[src/rtl/hub75_receiver_if.sv]
// HUB75 receiver bus: panel-side input lines plus decoded pixel outputs.
// master drives the panel lines, slave is the receiver.
interface hub75_receiver_if #(
  parameter int hpixel_p   = 64,
  parameter int vpixel_p   = 64,
  parameter int segments_p = 2,
  parameter int bpp_p      = 8
);
  localparam int addr_w  = $clog2(hpixel_p * vpixel_p);
  localparam int plane_w = $clog2(bpp_p);
  localparam int rgb_w   = segments_p * 3;

  logic               i_enable;
  logic               i_hub_clk;
  logic               i_stb;
  logic               i_oe;
  logic [4:0]         i_row;
  logic               i_r1;
  logic               i_g1;
  logic               i_b1;
  logic               i_r2;
  logic               i_g2;
  logic               i_b2;
  logic               o_px_valid;
  logic [addr_w-1:0]  o_px_addr;
  logic [plane_w-1:0] o_px_plane;
  logic [rgb_w-1:0]   o_px_rgb;
  logic               o_err_short;
  logic               o_err_busy;

  modport master (
    output i_enable, i_hub_clk, i_stb, i_oe, i_row,
    output i_r1, i_g1, i_b1, i_r2, i_g2, i_b2,
    input  o_px_valid, o_px_addr, o_px_plane, o_px_rgb,
    input  o_err_short, o_err_busy
  );

  modport slave (
    input  i_enable, i_hub_clk, i_stb, i_oe, i_row,
    input  i_r1, i_g1, i_b1, i_r2, i_g2, i_b2,
    output o_px_valid, o_px_addr, o_px_plane, o_px_rgb,
    output o_err_short, o_err_busy
  );
endinterface

[src/rtl/hub75_receiver.sv]
// HUB75 panel receiver: captures shifted columns, latches rows on strobe,
// and replays each latched row as a stream of decoded pixels.
module hub75_receiver #(
  parameter int hpixel_p   = 64,
  parameter int vpixel_p   = 64,
  parameter int segments_p = 2,
  parameter int bpp_p      = 8
) (
  input  logic            clk,
  input  logic            rst,
  hub75_receiver_if.slave bus
);
  localparam int rows_p  = vpixel_p / segments_p;
  localparam int row_w   = $clog2(rows_p);
  localparam int addr_w  = $clog2(hpixel_p * vpixel_p);
  localparam int plane_w = $clog2(bpp_p);
  localparam int col_w   = $clog2(hpixel_p + 1);
  localparam int ocol_w  = $clog2(hpixel_p);
  localparam int rgb_w   = segments_p * 3;

  typedef enum logic {IDLE, STREAM} state_t;

  // {oe, stb, hclk, row[4:0], r2, g2, b2, r1, g1, b1}
  logic [13:0]        raw;
  logic [13:0]        sync1_q, sync2_q;
  logic               hclk_h_q, stb_h_q;
  logic               hub_rise_q, stb_rise_q;
  logic [5:0]         dat_q;
  logic [row_w-1:0]   row_q;
  logic [rgb_w-1:0]   col_rgb;

  logic [rgb_w-1:0]   cap_q [hpixel_p];
  logic [rgb_w-1:0]   out_q [hpixel_p];

  state_t             state_q, state_d;
  logic [col_w-1:0]   col_q, col_d, col_upd;
  logic [ocol_w-1:0]  ocol_q, ocol_d;
  logic [plane_w-1:0] plane_q, plane_d;
  logic [row_w-1:0]   last_row_q, orow_q;
  logic               last_vld_q;
  logic               col_inc, busy, short_e, accept;

  logic               px_valid_q, err_short_q, err_busy_q;
  logic [addr_w-1:0]  addr_q, px_addr;
  logic [plane_w-1:0] oplane_q;
  logic [rgb_w-1:0]   rgb_q;
  logic               unused_q;

  assign raw = {bus.i_oe, bus.i_stb, bus.i_hub_clk, bus.i_row,
                bus.i_r2, bus.i_g2, bus.i_b2,
                bus.i_r1, bus.i_g1, bus.i_b1};

  // oe is synchronized for completeness but never decoded
  assign unused_q = ^{sync2_q[13], sync2_q[10:6]};

  // two-flop synchronizer, then registered edge pulses aligned with data
  always_ff @(posedge clk) begin
    if (rst) begin
      sync1_q    <= '0;
      sync2_q    <= '0;
      hclk_h_q   <= 1'b0;
      stb_h_q    <= 1'b0;
      hub_rise_q <= 1'b0;
      stb_rise_q <= 1'b0;
      dat_q      <= '0;
      row_q      <= '0;
    end else begin
      sync1_q    <= raw;
      sync2_q    <= sync1_q;
      hclk_h_q   <= sync2_q[11];
      stb_h_q    <= sync2_q[12];
      hub_rise_q <= bus.i_enable & sync2_q[11] & ~hclk_h_q;
      stb_rise_q <= bus.i_enable & sync2_q[12] & ~stb_h_q;
      dat_q      <= sync2_q[5:0];
      row_q      <= sync2_q[6 +: row_w];
    end
  end

  // map the two physical segments onto the packed rgb word
  always_comb begin
    col_rgb = '0;
    for (int s = 0; s < segments_p && s < 2; s++)
      col_rgb[s*3 +: 3] = dat_q[s*3 +: 3];
  end

  // column capture first, strobe judged on the updated count
  always_comb begin
    col_inc = hub_rise_q && (col_q != col_w'(hpixel_p));
    col_upd = col_q + col_w'(col_inc);
    busy    = stb_rise_q && (state_q == STREAM);
    short_e = stb_rise_q && !busy &&
              (col_upd != col_w'(hpixel_p));
    accept  = stb_rise_q && !busy && !short_e;
    col_d   = stb_rise_q ? '0 : col_upd;
    plane_d = plane_q;
    if (accept) begin
      if (last_vld_q && row_q == last_row_q &&
          plane_q != plane_w'(bpp_p - 1))
        plane_d = plane_q + 1'b1;
      else
        plane_d = '0;
    end
    state_d = state_q;
    ocol_d  = ocol_q;
    unique case (state_q)
      IDLE: begin
        if (accept) begin
          state_d = STREAM;
          ocol_d  = '0;
        end
      end
      STREAM: begin
        ocol_d = ocol_q + 1'b1;
        if (ocol_q == ocol_w'(hpixel_p - 1)) begin
          state_d = IDLE;
          ocol_d  = '0;
        end
      end
      default: state_d = IDLE;
    endcase
  end

  // control state
  always_ff @(posedge clk) begin
    if (rst) begin
      state_q    <= IDLE;
      col_q      <= '0;
      ocol_q     <= '0;
      plane_q    <= '0;
      last_row_q <= '0;
      last_vld_q <= 1'b0;
      orow_q     <= '0;
    end else begin
      state_q <= state_d;
      col_q   <= col_d;
      ocol_q  <= ocol_d;
      plane_q <= plane_d;
      if (accept) begin
        last_row_q <= row_q;
        last_vld_q <= 1'b1;
        orow_q     <= row_q;
      end
    end
  end

  // capture buffer fills freely; output buffer only on accepted latch
  always_ff @(posedge clk) begin
    if (!rst && col_inc)
      cap_q[col_q[ocol_w-1:0]] <= col_rgb;
    if (!rst && accept)
      for (int i = 0; i < hpixel_p; i++)
        out_q[i] <= (col_inc && col_q == col_w'(i)) ?
                    col_rgb : cap_q[i];
  end

  assign px_addr = addr_w'(orow_q) * addr_w'(hpixel_p) +
                   addr_w'(ocol_q);

  // registered pixel outputs, held between streams
  always_ff @(posedge clk) begin
    if (rst) begin
      px_valid_q  <= 1'b0;
      err_short_q <= 1'b0;
      err_busy_q  <= 1'b0;
      addr_q      <= '0;
      oplane_q    <= '0;
      rgb_q       <= '0;
    end else begin
      px_valid_q  <= (state_q == STREAM);
      err_short_q <= short_e;
      err_busy_q  <= busy;
      if (state_q == STREAM) begin
        addr_q   <= px_addr;
        oplane_q <= plane_q;
        rgb_q    <= out_q[ocol_q];
      end
    end
  end

  assign bus.o_px_valid  = px_valid_q;
  assign bus.o_px_addr   = addr_q;
  assign bus.o_px_plane  = oplane_q;
  assign bus.o_px_rgb    = rgb_q;
  assign bus.o_err_short = err_short_q;
  assign bus.o_err_busy  = err_busy_q;
endmodule

[src/flat_wrapper.sv]
// flat-port wrapper written by rule: the top's interface ports become plain ports
module hub75_receiver_flat 
#(
  parameter int hpixel_p   = 64,
  parameter int vpixel_p   = 64,
  parameter int segments_p = 2,
  parameter int bpp_p      = 8
)
  (clk, rst, bus_i_enable, bus_i_hub_clk, bus_i_stb, bus_i_oe, bus_i_row, bus_i_r1, bus_i_g1, bus_i_b1, bus_i_r2, bus_i_g2, bus_i_b2, bus_o_px_valid, bus_o_px_addr, bus_o_px_plane, bus_o_px_rgb, bus_o_err_short, bus_o_err_busy);
  hub75_receiver_if #(.hpixel_p(hpixel_p), .vpixel_p(vpixel_p), .segments_p(segments_p), .bpp_p(bpp_p)) bus_i ();
  input  logic clk;
  input  logic rst;
  input wire logic [$bits(bus_i.i_enable)-1:0] bus_i_enable;
  input wire logic [$bits(bus_i.i_hub_clk)-1:0] bus_i_hub_clk;
  input wire logic [$bits(bus_i.i_stb)-1:0] bus_i_stb;
  input wire logic [$bits(bus_i.i_oe)-1:0] bus_i_oe;
  input wire logic [$bits(bus_i.i_row)-1:0] bus_i_row;
  input wire logic [$bits(bus_i.i_r1)-1:0] bus_i_r1;
  input wire logic [$bits(bus_i.i_g1)-1:0] bus_i_g1;
  input wire logic [$bits(bus_i.i_b1)-1:0] bus_i_b1;
  input wire logic [$bits(bus_i.i_r2)-1:0] bus_i_r2;
  input wire logic [$bits(bus_i.i_g2)-1:0] bus_i_g2;
  input wire logic [$bits(bus_i.i_b2)-1:0] bus_i_b2;
  output wire logic [$bits(bus_i.o_px_valid)-1:0] bus_o_px_valid;
  output wire logic [$bits(bus_i.o_px_addr)-1:0] bus_o_px_addr;
  output wire logic [$bits(bus_i.o_px_plane)-1:0] bus_o_px_plane;
  output wire logic [$bits(bus_i.o_px_rgb)-1:0] bus_o_px_rgb;
  output wire logic [$bits(bus_i.o_err_short)-1:0] bus_o_err_short;
  output wire logic [$bits(bus_i.o_err_busy)-1:0] bus_o_err_busy;
  assign bus_i.i_enable = bus_i_enable;
  assign bus_i.i_hub_clk = bus_i_hub_clk;
  assign bus_i.i_stb = bus_i_stb;
  assign bus_i.i_oe = bus_i_oe;
  assign bus_i.i_row = bus_i_row;
  assign bus_i.i_r1 = bus_i_r1;
  assign bus_i.i_g1 = bus_i_g1;
  assign bus_i.i_b1 = bus_i_b1;
  assign bus_i.i_r2 = bus_i_r2;
  assign bus_i.i_g2 = bus_i_g2;
  assign bus_i.i_b2 = bus_i_b2;
  assign bus_o_px_valid = bus_i.o_px_valid;
  assign bus_o_px_addr = bus_i.o_px_addr;
  assign bus_o_px_plane = bus_i.o_px_plane;
  assign bus_o_px_rgb = bus_i.o_px_rgb;
  assign bus_o_err_short = bus_i.o_err_short;
  assign bus_o_err_busy = bus_i.o_err_busy;
  hub75_receiver #(.hpixel_p(hpixel_p), .vpixel_p(vpixel_p), .segments_p(segments_p), .bpp_p(bpp_p)) u_core (.clk(clk), .rst(rst), .bus(bus_i));
endmodule
[config.mk]
export PLATFORM = sky130hd
export DESIGN_NAME = hub75_receiver_flat
export DESIGN_NICKNAME = d
export VERILOG_FILES = /design/src/rtl/hub75_receiver_if.sv /design/src/rtl/hub75_receiver.sv /design/src/flat_wrapper.sv
export SDC_FILE = /design/constraint.sdc
export NUM_CORES = 1
export LEC_CHECK = 0
export ABC_AREA = 1
export CAP_MARGIN = 10
export CORE_ASPECT_RATIO = 1.25
export CORE_MARGIN = 1
export CORE_UTILIZATION = 30
export CTS_CLUSTER_SIZE = 28
export DETAILED_ROUTE_END_ITERATION = 12
export PLACE_DENSITY = 0.45
export SYNTH_ARGS = -nofsm -noshare
export SYNTH_HDL_FRONTEND = slang
export SYNTH_SLANG_ARGS = --single-unit
[constraint.sdc]
create_clock -name clk -period 36.8 [get_ports clk]
set_input_delay 11.04 -clock clk [delete_from_list [all_inputs] [get_ports clk]]
set_output_delay 11.04 -clock clk [all_outputs]
set_load 0.05 [all_outputs]
# After elaboration in Yosys (flattened, before gate mapping)
# Memories as Yosys holds them, arrays and structs flattened. A register that Yosys moved wholly into a read port is not among the register bits.
# Cells that the tools add are included.
[totals] regBits=82 memories=2 ramBits=768 word_cells=254
[memory_table] name="u_core.cap_q" depth=64 width=6 read_ports=64 rd_ports_with_merged_regs=0 write_ports=1 line_no="hub75_receiver.sv:32" text="logic [rgb_w-1:0] cap_q [hpixel_p];"
[memory_table] name="u_core.out_q" depth=64 width=6 read_ports=1 rd_ports_with_merged_regs=1 write_ports=64 line_no="hub75_receiver.sv:33" text="logic [rgb_w-1:0] out_q [hpixel_p];"
[op_classes] bitwise_logic=7 mux=75 n_addsub=4 reduce_logical=78 n_eq_ne=69
[op_table] cell="6-bit 2-to-1 mux" n=66
[op_table] cell="7-bit by 6-bit equality test with 1-bit output, second input constant" n=32
[op_table] cell="7-bit by 5-bit equality test with 1-bit output, second input constant" n=16
[op_table] cell="1-bit logical AND" n=73
[op_table] cell="7-bit by 4-bit equality test with 1-bit output, second input constant" n=8
[op_table] cell="7-bit by 3-bit equality test with 1-bit output, second input constant" n=4
[op_table] cell="7-bit by 2-bit equality test with 1-bit output, second input constant" n=2
[op_table] cell="7-bit != test, second input constant" n=2
[op_table] cell="11-bit by 6-bit adder with 12-bit output" n=1
[op_table] cell="6-bit one-hot mux with 2 select lines" n=1
[op_table] cell="7-bit by 1-bit adder with 7-bit output" n=1
[op_table] cell="7-bit by 1-bit equality test with 1-bit output, second input constant" n=1
[op_table] cell="7-bit logical NOT" n=1
[op_table] cell="6-bit by 1-bit adder with 6-bit output, second input constant" n=1
[op_table] cell="6-bit equality test, second input constant" n=1
[op_table] cell="1-bit 2-to-1 mux" n=6
[op_table] cell="5-bit equality test" n=1
[op_table] cell="1-bit bitwise AND" n=4
[op_table] cell="3-bit by 1-bit adder with 3-bit output, second input constant" n=1
[op_table] cell="1-bit logical NOT" n=3
[op_table] cell="3-bit 2-to-1 mux" n=1
[op_table] cell="3-bit != test, second input constant" n=1
[op_table] cell="1-bit inverter" n=3
[op_table] cell="2-bit by 1-bit != test with 1-bit output, second input constant" n=1
[op_table] cell="2 further kinds" n=2

# Logic depth before layout (Yosys ltp)
[depth] depth_word=10 ltp_mapped=17 ltp_nobuf=15

# Worst setup path before layout
# Ideal clock, no wire load.
[synth_path] path_kind="input-to-reg" startpoint="input port rst" endpoint="memory u_core.out_q[0][0] in the netlist's numbering, enable pin" arrival_time_ps=27372 setup_ps=1140 setup_slack_ps=8289 stages=3 cell_sequence="clkbuf_1 > clkbuf_1 > nor2_1"
[synth_rtl] item="start: declaration" line_no="flat_wrapper.sv:12" text="input logic rst;"
[synth_rtl] item="end: declaration" line_no="hub75_receiver.sv:33"

==> metrics.yaml <==
status:
  outcome: "completed"
sta:
  tightest_slew_ns: 1.12
  max-slew-margin-rel_pct: 25.6
  fmax_mhz: 69.5
  drv_slew: 0
  fin_crit_sh_pct: 39.1
  setup_tns_ns: 0
  hold_viol: 0
  skew_ns: 0.0259
  setup_violations: 0
  period_needed_ns: 14.38
  setup_ws_ns: 22.42
  rsz0062_at_grt: "false"
setup_path:
  required_ns: 37.09
  path_buf_inv: 5
  crit_path_frequent_cell: "buf_4"
  path_max_fanout: 68
  crit_chain: "buf_2 > buf_4 > nor2_4 > buf_4 > buf_4 > buf_4"
  max_stage_delay_ns: 0.82
  start_kind: "input pin"
  crit_path_end_kind: "flop"
  r2r_cells: 14
  reg2reg_to: "u_core.out_q[14][5]"
  cp.arrival_ns: 14.67
  r2r_slack_ns: 29.87
  path_delay_family: "buffers and inverters"
  crit_type: "input pin to flop"
  crit_path_top_delay_cell: "buf_4"
  r2r-start: "u_core.col_q[1]"
worst_hold_path:
  hold_path.startpoint: "u_core.stb_h_q"
  hp-class: "flop to flop"
  hold_depth: 1
  worstHoldEndpoint: "u_core.stb_rise_q"
flow_run:
  cap_violations: 0
pwr:
  ir_drop_mv: 0.0297
  p_leak_nw: 13.5
  powerDensity_mw_per_mm2: 52.1
logic_synthesis:
  yosys_register_bits: 855
  synth.most_common_cell: "edfxtp_1"
  postSynthCellCount: 3030
  synth_top_area_cell: "edfxtp_1"
  synthTopCellsByCount: "edfxtp_1, nand2_1, o21ai_0"
  synth_edf_count: 768
  synth_async_sr_flop_share_pct: 0
  netlist-cell-type-count: 39
  ys_warn_count: 0
  yosys-top-cells-area: "edfxtp_1, o21ai_0, nand2_1, dfxtp_1, nand3_1"
  yosysTopAreaCellShare_pct: 66.5
  synth_area_mm2: 0.0347
  synth_ff_type: "edfxtp_1"
  syn_nets: 3052
  yosysSeqAreaShare_pct: 71.5
  postSynthAreaPerCell_um2: 11.4
global_route:
  overflow: 0
  grt_pass1_wl_um: 144000
  grt_pass1_vias: 21500
  grt_max_degree: 176
  grt_usage_pct: 17.1
  antenna_found_initial: 1
place:
  port_buffers: 38
  dp.cells: 4373
  gp_congestion: 0.789
  dpl_cell_area_mm2: 0.0362
  pre_cts_ws_ns: 21.65
  dp_hpwl_um: 55700
clock_tree:
  cts.sinks: 855
  ctsRootBufferMaster: "clkbuf_16"
  clockBufferDepth: 3
  cts-resized-gates: 0
  cts_tree: "built"
  cts.clk_slew.worst_paths_ns: 0.06
  cts_setup_buffers: 0
  h-tree-depth: 3
  cts_made_buffers: 86
  hold_buffers: 0
  insertion_delay_ns: 0.68
floorplanning:
  fp.coreArea_mm2: 0.115
  die_area_mm2: 0.117
  io_pins: 41
  die_w_um: 306
  initial_utilization_pct: 30.2
  die_y_um: 382
  rows: 139
route:
  drc: 0
  drtIter0Drc: 1708
  wl_um: 100000
  drtPass1Iterations: 7
  ant_nets: 0
  wl_per_cell_um: 22.1
  num_vias: 22000
  via_per_inst: 4.86
finish:
  num_antenna_cells: 0
  drive_gt1_share_pct: 7.14
  finalNetCount: 3003
  area_growth_pct: 12.6
  final_cell_area_mm2: 0.0391
  final_cells: 4533
logic make-up after synthesis:
group           Yosys count  share of synthesized area [%]
fa+ha+maj                 5                          0.180
flops                   855                           71.5
other cells               1                         0.0108
compound gates          649                           9.63
xor+xnor                  4                          0.101
buf+inv                 328                           4.19
simple gates           1188                           14.4
flip-flops by register name, summed over array words and instances, names as in the netlist, 6 cells and up:
signal,cells
u_core.col_q,7
u_core.out_q,384
u_core.sync1_q,13
u_core.cap_q,384
u_core.ocol_q,6
u_core.bus.o_px_addr,11
u_core.sync2_q,13
u_core.col_rgb,6
u_core.bus.o_px_rgb,6
stage by stage:
step / hold WS (ns) / total power [W] / utilization, %
2_1_floorplan: 0.373 / 0.00113 / -
3_3_place_gp: 0.379 / 0.00117 / 31.6
3_5_place_dp: 0.385 / 0.00117 / 31.6
4_1_cts: 0.393 / 0.00206 / 34.0
5_1_grt: 0.404 / 0.00210 / 34.0
6_report: 0.392 / 0.00204 / 34.0
how the worst max path moves through the flow:
stage,from,endpoint,slack (ns),cells past startpoint
after floorplan,rst,u_core.out_q[0][0],8.29,3
after global routing,rst,u_core.out_q[30][1],22.15,6
final,rst,u_core.out_q[14][5],22.42,6
after CTS,rst,u_core.out_q[13][0],22.37,6
after global placement,rst,u_core.out_q[14][2],21.64,6
after detailed placement,rst,u_core.out_q[14][5],21.65,6
cell type report:
class                      count  area [um2]
fill                       11400       75700
timing repair buffer          75         666
clock inverter                62         563
tap                         1480        1850
clock buffer                  98        2260
inverter                     116         442
multi-input combinational   1847        8440
sequential                   855       24800
cell usage in the layout (no fill, tap or decap), types with 4 or more instances in the layout:
cell type and n:
clkinv_2 12, a21oi_1 37, inv_2 11, inv_1 100, nor2_2 12, clkinv_1 31
inv_6 5, nor2_1 259, buf_4 36, o21ai_0 509, edfxtp_1 768, o211ai_1 6
clkdlybuf4s50_1 37, dfxtp_4 8, or2_2 5, nand2_2 4, nor2_4 4, nand4_1 14
nor3_4 4, o221ai_1 6, clkbuf_1 9, bufinv_16 10, nor3_1 63, ha_1 5
o21ai_1 53, nand3_1 199, dfxtp_1 78, o22ai_1 35, clkbuf_16 89, nand2_1 615
clkinvlp_4 6
where the power goes:
part | internal, W | leakage [nW] | switching [W]
sequential | 0.00105 | 7.71 | 0.00000676
combinational | 0.0000232 | 4.44 | 0.0000681
clock | 0.000511 | 1.36 | 0.000378
total | 0.00158 | 13.5 | 0.000453
metal layers:
metal  part of all wire, %  global-route usage [%]  vias up
li1                      -                       -    10600
met1                    41                    20.3    10700
met2                    52                    31.0      570
met3                   4.8                    2.50      153
met4                   3.0                    6.44        0
met5                     0                       0        -
Power figures use the tool's default switching activity.
